<file path="src/rtl/rgb_seq_pkg.sv">
// Shared types and constants for the RGB colour sequencer: FSM states,
// 2-bit PWM duty codes and the fixed 8-entry colour table.
package rgb_seq_pkg;

  typedef enum logic [1:0] {
    ST_IDLE   = 2'd0,
    ST_RUN    = 2'd1,
    ST_PAUSED = 2'd2
  } seq_state_t;

  // Duty codes understood by the downstream PWM controllers
  localparam logic [1:0] OFF = 2'd0;  // off
  localparam logic [1:0] D12 = 2'd1;  // 12.5 %
  localparam logic [1:0] D25 = 2'd2;  // 25 %
  localparam logic [1:0] D50 = 2'd3;  // 50 %

  localparam int NUM_ENTRIES = 8;

  function automatic logic [5:0] bgr(input logic [1:0] b, input logic [1:0] g,
                                     input logic [1:0] r);
    return {b, g, r};
  endfunction

  // Packed so that COLOR_TABLE[i] selects entry i; entry 7 is listed first.
  localparam logic [NUM_ENTRIES-1:0][5:0] COLOR_TABLE = {
    bgr(OFF, OFF, OFF),  // 7
    bgr(D50, D50, D50),  // 6
    bgr(D50, OFF, D50),  // 5
    bgr(D50, OFF, OFF),  // 4
    bgr(D50, D50, OFF),  // 3
    bgr(OFF, D50, OFF),  // 2
    bgr(OFF, D50, D50),  // 1
    bgr(OFF, OFF, D50)   // 0
  };

endpackage

</file>
<file path="src/rtl/rgb_sequencer_hold_timer.sv">
// Per-entry hold counter: counts enabled ticks and flags the last tick of an
// entry. A limit of 0 behaves as 1; a count already past the limit is terminal.
module hold_timer #(
  parameter int TICK_W = 8
) (
  input  logic              clock,
  input  logic              reset,
  input  logic              enable,
  input  logic              clear,
  input  logic [TICK_W-1:0] limit,
  output logic              terminal
);

  logic [TICK_W-1:0] count_reg;
  logic [TICK_W-1:0] last_count;

  assign last_count = (limit == '0) ? '0 : limit - TICK_W'(1);
  // >= rather than == so a shortened limit mid-entry advances on the next tick
  assign terminal   = (count_reg >= last_count);

  always_ff @(posedge clock or negedge reset) begin
    if (!reset) begin
      count_reg <= '0;
    end else if (clear) begin
      count_reg <= '0;
    end else if (enable) begin
      count_reg <= terminal ? '0 : count_reg + TICK_W'(1);
    end
  end

endmodule

</file>
<file path="src/rtl/rgb_sequencer.sv">
// Steps through the fixed colour table, holding each entry for hold_ticks
// prescaler ticks; supports pause, looping and a done pulse on completion.
module rgb_sequencer
  import rgb_seq_pkg::*;
#(
  parameter int TICK_W = 8
) (
  input  logic              clock,
  input  logic              reset,
  input  logic              tick,
  input  logic              start,
  input  logic              pause,
  input  logic              loop,
  input  logic [TICK_W-1:0] hold_ticks,
  output logic [5:0]        duty_rgb,
  output logic [2:0]        index,
  output logic              busy,
  output logic              done
);

  seq_state_t state_reg;
  logic [2:0] index_reg;
  logic [5:0] duty_reg;
  logic       busy_reg;
  logic       done_reg;

  logic       timer_enable;
  logic       timer_clear;
  logic       terminal;
  logic [2:0] index_next;

  // Pause wins over a coincident tick, so the counter only moves in RUN without pause
  assign timer_enable = (state_reg == ST_RUN) && !pause && tick;
  assign timer_clear  = (state_reg == ST_IDLE);
  assign index_next   = index_reg + 3'd1;

  hold_timer #(
    .TICK_W(TICK_W)
  ) u_hold_timer (
    .clock    (clock),
    .reset    (reset),
    .enable   (timer_enable),
    .clear    (timer_clear),
    .limit    (hold_ticks),
    .terminal (terminal)
  );

  always_ff @(posedge clock or negedge reset) begin
    if (!reset) begin
      state_reg <= ST_IDLE;
      index_reg <= 3'd0;
      duty_reg  <= 6'd0;
      busy_reg  <= 1'b0;
      done_reg  <= 1'b0;
    end else begin
      done_reg <= 1'b0;
      case (state_reg)
        ST_IDLE: begin
          if (start) begin
            state_reg <= ST_RUN;
            index_reg <= 3'd0;
            duty_reg  <= COLOR_TABLE[0];
            busy_reg  <= 1'b1;
          end
        end
        ST_RUN: begin
          if (pause) begin
            state_reg <= ST_PAUSED;
          end else if (tick && terminal) begin
            if (index_reg == 3'd7 && !loop) begin
              state_reg <= ST_IDLE;
              index_reg <= 3'd0;
              duty_reg  <= 6'd0;
              busy_reg  <= 1'b0;
              done_reg  <= 1'b1;
            end else begin
              // 3-bit increment wraps 7 -> 0 when looping
              index_reg <= index_next;
              duty_reg  <= COLOR_TABLE[index_next];
            end
          end
        end
        ST_PAUSED: begin
          if (!pause) begin
            state_reg <= ST_RUN;
          end
        end
        default: begin
          state_reg <= ST_IDLE;
          index_reg <= 3'd0;
          duty_reg  <= 6'd0;
          busy_reg  <= 1'b0;
        end
      endcase
    end
  end

  assign duty_rgb = duty_reg;
  assign index    = index_reg;
  assign busy     = busy_reg;
  assign done     = done_reg;

endmodule
</file>
<file path="config.mk">
export PLATFORM = sky130hd
export DESIGN_NAME = rgb_sequencer
export DESIGN_NICKNAME = d
export VERILOG_FILES = /design/src/rtl/rgb_seq_pkg.sv /design/src/rtl/rgb_sequencer_hold_timer.sv /design/src/rtl/rgb_sequencer.sv
export SDC_FILE = /design/constraint.sdc
export NUM_CORES = 1
export LEC_CHECK = 0
export BUFFER_PORTS_ARGS = -buffer_cell sky130_fd_sc_hd__buf_2
export CORE_MARGIN = 3
export CORE_UTILIZATION = 44
export DETAILED_ROUTE_END_ITERATION = 7
export GPL_ROUTABILITY_DRIVEN = 0
export PLACE_DENSITY = 0.7
export SYNTH_ARGS = -nofsm -noshare
export SYNTH_HDL_FRONTEND = slang
export SYNTH_HIERARCHICAL = 1
export SYNTH_SLANG_ARGS = --single-unit
</file>
<file path="constraint.sdc">
create_clock -name clock -period 2.7 [get_ports clock]
set_input_delay 0.675 -clock clock [delete_from_list [all_inputs] [get_ports clock]]
set_output_delay 0.675 -clock clock [all_outputs]
set_load 0.1 [all_outputs]
</file>
---- After elaboration in Yosys (flattened, before gate mapping) ----
Memories as Yosys holds them, arrays and structs flattened.
Index checks and enable logic that the tools add are counted.
operators by class
  $add $sub $neg .......................... 3
  $lt $le $gt $ge ......................... 2
  eq/ne operators ......................... 10
  muxes and demuxes ....................... 30
  bitwise logic cells ..................... 1
  reduce and logical (&&, ||, !) cells .... 12
operator list
  kind                                                                   number
  8-bit 2-to-1 mux                                                       4
  6-bit 2-to-1 mux                                                       5
  6-bit case mux with 3 select lines                                     1
  3-bit 2-to-1 mux                                                       4
  2-bit 2-to-1 mux                                                       5
  3-bit case mux with 3 select lines                                     1
  8-bit by 1-bit adder with 8-bit output (second input constant)         1
  8-bit greater-or-equal comparator                                      1
  8-bit zero test                                                        1
  1-bit 2-to-1 mux                                                       8
  4-bit AND reduction                                                    2
  8-bit by 1-bit subtractor with 8-bit output (second input constant)    1
  2-bit != test (second input constant)                                  3
  3-bit by 2-bit != test with 1-bit output (second input constant)       2
  2-bit case mux with 3 select lines                                     1
  5-bit AND reduction                                                    1
  1-bit logical AND                                                      4
  3-bit by 4-bit < comparator with 1-bit output (second input constant)  1
  2-bit by 1-bit != test with 1-bit output (second input constant)       2
  3-bit by 1-bit adder with 3-bit output (second input constant)         1
  3-bit == test (second input constant)                                  1
  1-bit case mux with 3 select lines                                     1
  2-bit by 1-bit == test with 1-bit output (second input constant)       1
  2-bit == test (second input constant)                                  1
  4 further kinds                                                        5
word-level totals
  register bits ........................... 21
  memory bits (read-only) ................. 48
  logic and storage cells ................. 65
  memories ................................ 1
memory list
  memory            words  bits a word  rd ports  clocked after memory_dff  write ports  line                 source
  (name not given)  8      6            1         0                         0            rgb_sequencer.sv:79  duty_reg <= COLOR_TABLE[index_next];

---- Logic depth before layout (Yosys ltp) ----
  depth in word-level cells ............... 7
  depth in mapped cells ................... 15

---- By module ----
Netlist, hierarchy kept.
by module, submodules not included
  module         instances  cells each  area each (µm²)
  hold_timer     1          91          774.5
  rgb_sequencer  1          59          604.3

---- Worst setup path before layout ----
OpenSTA, ideal clock, no wires.
  path type ............................... in2reg
  from .................................... input hold_ticks[3]
  to ...................................... register duty_reg[3], in the netlist duty_rgb[3]
  library setup time ...................... 126 ps
  data arrival time ....................... 2,989 ps
  path slack .............................. -415 ps
  stages on the path ...................... 13
  path buffers ............................ 1
  path through ............................ nor3_1 > nand3_1 > nor3_1 > mux2i_1 > ha_1 > a41oi_2 > o21ai_1 > a21oi_1 > inv_1 > and3b_1 > o22a_1 > buf_6 > mux2_4
between the ends
  word-level cells in the longest chain between the ends .. 6
  elaborated cells between the ends (all ways) .. 7
  classes of those cells .................. 1 x add/sub; 1 x order compare; 1 x eq/ne; 1 x mux; 3 x reduce/logical
ends and longest elaborated chain
  element                                                                                line                            source
  start: declaration                                                                     rgb_sequencer.sv:14             input logic [TICK_W-1:0] hold_ticks,
  8-bit by 1-bit subtractor with 8-bit output / 8-bit zero test (equally long branches)  rgb_sequencer_hold_timer.sv:17  assign last_count = (limit == '0) ? '0 : limit - TICK_W'(1);
  8-bit 2-to-1 mux (*)                                                                   rgb_sequencer_hold_timer.sv:17
  8-bit greater-or-equal comparator (*)                                                  rgb_sequencer_hold_timer.sv:19  assign terminal = (count_reg >= last_count);
  via terminal                                                                           rgb_sequencer.sv:29             logic terminal;
  1-bit logical AND (*)                                                                  rgb_sequencer.sv:69             end else if (tick && terminal) begin
  2-bit by 1-bit != test with 1-bit output (no line) (*)                                 n/a
  4-bit AND reduction (no line) (*)                                                      n/a
  end signal: assignment                                                                 rgb_sequencer.sv:62             duty_reg <= COLOR_TABLE[0];
  end signal: assignment                                                                 rgb_sequencer.sv:79
  end: declaration                                                                       rgb_sequencer.sv:23             logic [5:0] duty_reg;
The timed path passes the listed nets; every way through them passes the cells marked *.
A chain may end at the register's enable or synchronous reset.

---- Worst setup path after layout ----
  from .................................... input hold_ticks[4]
  to ...................................... register duty_reg[3], in the netlist duty_rgb[3]
The elaborated chain is that of the path after synthesis.

==> results.txt <==
status: finished, violations left
failing checks: setup timing
synthesis-to-finish area growth: 33.1%
Power Dens Cells: 764 nW/um^2
Chip Height: 62.0 microns
EDFF count, synth: 0
post-synthesis xor/xnor area fraction: 1.91%
RSZ-0062 raised after global routing: yes
port bufs: 24
Mapped Avg Cell Area: 9.19 sq um
CP Launch Type: input port
H-tree Lvls: 1
Placed Instances: 222
Die ar.: 3840 sq um
Final Hold Slack: 0.290 ns
Crit Path Max Fanout: 5
RR Endpoint: duty_rgb[3]
Final setup violation count: 8
simple-gate share of the synthesized area: 23.4%
share of layout cells above drive strength 1: 41.8%
Area contributors post-synth: dfrtp_1, ha_1, nor2b_1, nand2_1, a21oi_1
CTS Buf Count: 3
final slew viol count: 0
max FFs per register: 8
GRT overflow: 0
Post-Synthesis Cell Area: 1380 sq um
R2R depth: 8
fin crit period: 2.85 ns
worst slew pin tran: 0.691 ns
total core area: 2880 sq um
clk_skew: 0.000423 ns
WL per Instance: 14.7 microns
Distinct cells, synth: 44
combinational family with the most area after synthesis: simple AND/OR/NAND/NOR gates
post-synthesis adder-cell area fraction: 12.7%
Hold Crit Class: in2async
post-synth top area share: 32.7%
global-route wire length before repair: 5560 microns
DRT Wirelength: 3410 microns
Commonest cells post-synth: dfrtp_1, ha_1, nand2_1, inv_1
Ant. Diodes: 0
Initial Utilization: 47.9%
Crit Path Class: in2reg
DRT iter0 DRCs: 55
fin crit share: 105%
fin util: 63.8%
CTS sink cnt: 18
Placement Cell Area: 1640 sq um
synthesized instance count: 150
Syn Nets: 178
Die Wd: 62.0 microns
antenna violations before repair: 0
r2r setup slk: 0.55 ns
Nets: 218
DP Wirelength: 2550 microns
Final Cell Area: 1840 sq um
Pleak: 0.907 nW
cell with the most instances after synthesis: dfrtp_1
peak supply drop: 0.000353 V
Worst Setup End Kind: flop
fin cells: 231
Fill cells: 236
Worst EP arrival: 3.04 ns
Max Cap Viol: 0
fmax: 0.351 GHz
yosys warns: 6
sequential share of the synthesized area: 32.7%
vias in the first global route: 1,297
reg-to-reg startpoint: u_hold_timer/count_reg[6]
Vias: 1,282
Final Hold Viols: 0
Setup crit end: duty_rgb[3]
Crit path required time: 2.89 ns
CTS tree: yes
setup slack after layout: -0.145 ns
Root Buffer: clkbuf_4
multiplexer share of the synthesized area: 5.17%
leading area contributor after synthesis: dfrtp_1
Critical Path Start: hold_ticks[4]
Worst-path clk slew: 0.10 ns
Ports: 25
Clock Tree Buf Depth: 2
Residual DRC: 0
DR pass1 iterations: 4
worst skew pair latency: 0.29 ns
Post-DRT Antenna Nets: 0
Async SR Flop Fraction: 100%
std cell rows: 19
Synth Area in Compound Gates: 18.3%
Seq cells post-synth: 18
slew margin rel.: 53.7%
via/cell ratio: 5.55
commonest register cell after synthesis: dfrtp_1
largest net degree at the start of global routing: 19
GRT Util Overall: 19.0%
==> placed cells by master (no fill, tap or decap), drive strengths merged <==
| master | instances |
|---|---|
| a2111oi | 2 |
| a211o | 2 |
| a211oi | 1 |
| a21oi | 8 |
| a22o | 4 |
| a32oi | 1 |
| a41oi | 1 |
| and3 | 4 |
| and3b | 1 |
| and4b | 1 |
| buf | 40 |
| clkbuf | 4 |
| dfrtp | 18 |
| ha | 14 |
| inv | 11 |
| mux2 | 3 |
| mux2i | 3 |
| nand2 | 13 |
| nand2b | 4 |
| nand3 | 8 |
| nor2 | 10 |
| nor2b | 9 |
| nor3 | 6 |
| nor4 | 2 |
| o211a | 1 |
| o21a | 1 |
| o21ai | 5 |
| o22a | 1 |
| o22ai | 4 |
| o2bb2ai | 2 |
| o32a | 1 |
| or2 | 1 |
| xnor2 | 1 |
| xor2 | 2 |
==> routing by layer <==
metal	wire length, microns	track usage [%]
met5	0	0
met4	35	3.64
met3	108	4.13
met2	1800	35.5
met1	1470	22.1
==> repair_timing <==
action | CTS | global route
gates resized for setup | 13 | 12
pin swaps | 9 | 8
setup endpoints to repair | 8 | 14
hold buffers | 0 | 0
buffers inserted | 3 | 2
hold endpoints to repair | 0 | 0
==> how the worst min path moves through the flow <==
stage | start | to | slack, ns | cells after the start
2_1_floorplan | reset | busy | 0.38 | 0
3_3_place_gp | duty_rgb[1] | duty_rgb[1] | 0.51 | 1
3_5_place_dp | duty_rgb[1] | duty_rgb[1] | 0.53 | 1
4_1_cts | reset | done | 0.30 | 1
5_1_grt | reset | duty_rgb[4] | 0.31 | 1
6_report | reset | duty_rgb[3] | 0.29 | 1
==> cell type report <==
| class | count | area (sq um) | share of cell area [%] |
|---|---|---|---|
| multi-input combinational | 116 | 998 | 54.4 |
| sequential | 18 | 450 | 24.5 |
| timing repair buffer | 40 | 256 | 14.0 |
| tap | 42 | 52.6 | 2.86 |
| inverter | 11 | 41.3 | 2.25 |
| clock buffer | 4 | 36.3 | 1.98 |
==> where the power goes <==
group | switching (mW) | internal, mW | total, mW
registers | 0.0642 | 0.320 | 0.384
clock network | 0.0856 | 0.0822 | 0.168
logic | 0.579 | 0.272 | 0.850
==> cell families after synthesis <==
kind of cell,Yosys count
multiplexers,6
adder cells (fa/ha/maj),14
AO/OA/AOI/OAI,34
XOR/XNOR,3
flip-flops,18
buffers and inverters,16
AND/OR/NAND/NOR,59
==> worst max-delay path: stages <==
cell and delay (ns):
buf_6 0.10, nor3_4 0.21, buf_6 0.13, nand2_4 0.06, nor3_4 0.13, nand2b_1 0.15, nand2_2 0.11, ha_4 0.20
a211oi_2 0.20, o21ai_2 0.10, a21oi_2 0.14, inv_1 0.07, and3b_1 0.18, o22a_2 0.26, mux2_4 0.30
==> per-stage QoR <==
stage                     setup WS [ns]  total power [mW]  TNS (ns)
final                            -0.145              1.40    -0.749
after CTS                        -0.134              1.36    -0.571
after floorplan                  -0.267              1.03    -0.953
after global routing             -0.225              1.49     -1.68
after detailed placement         -0.558              1.16     -5.54
after global placement           -0.467              1.14     -3.99
No activity file was read; power rests on OpenSTA's default activity.
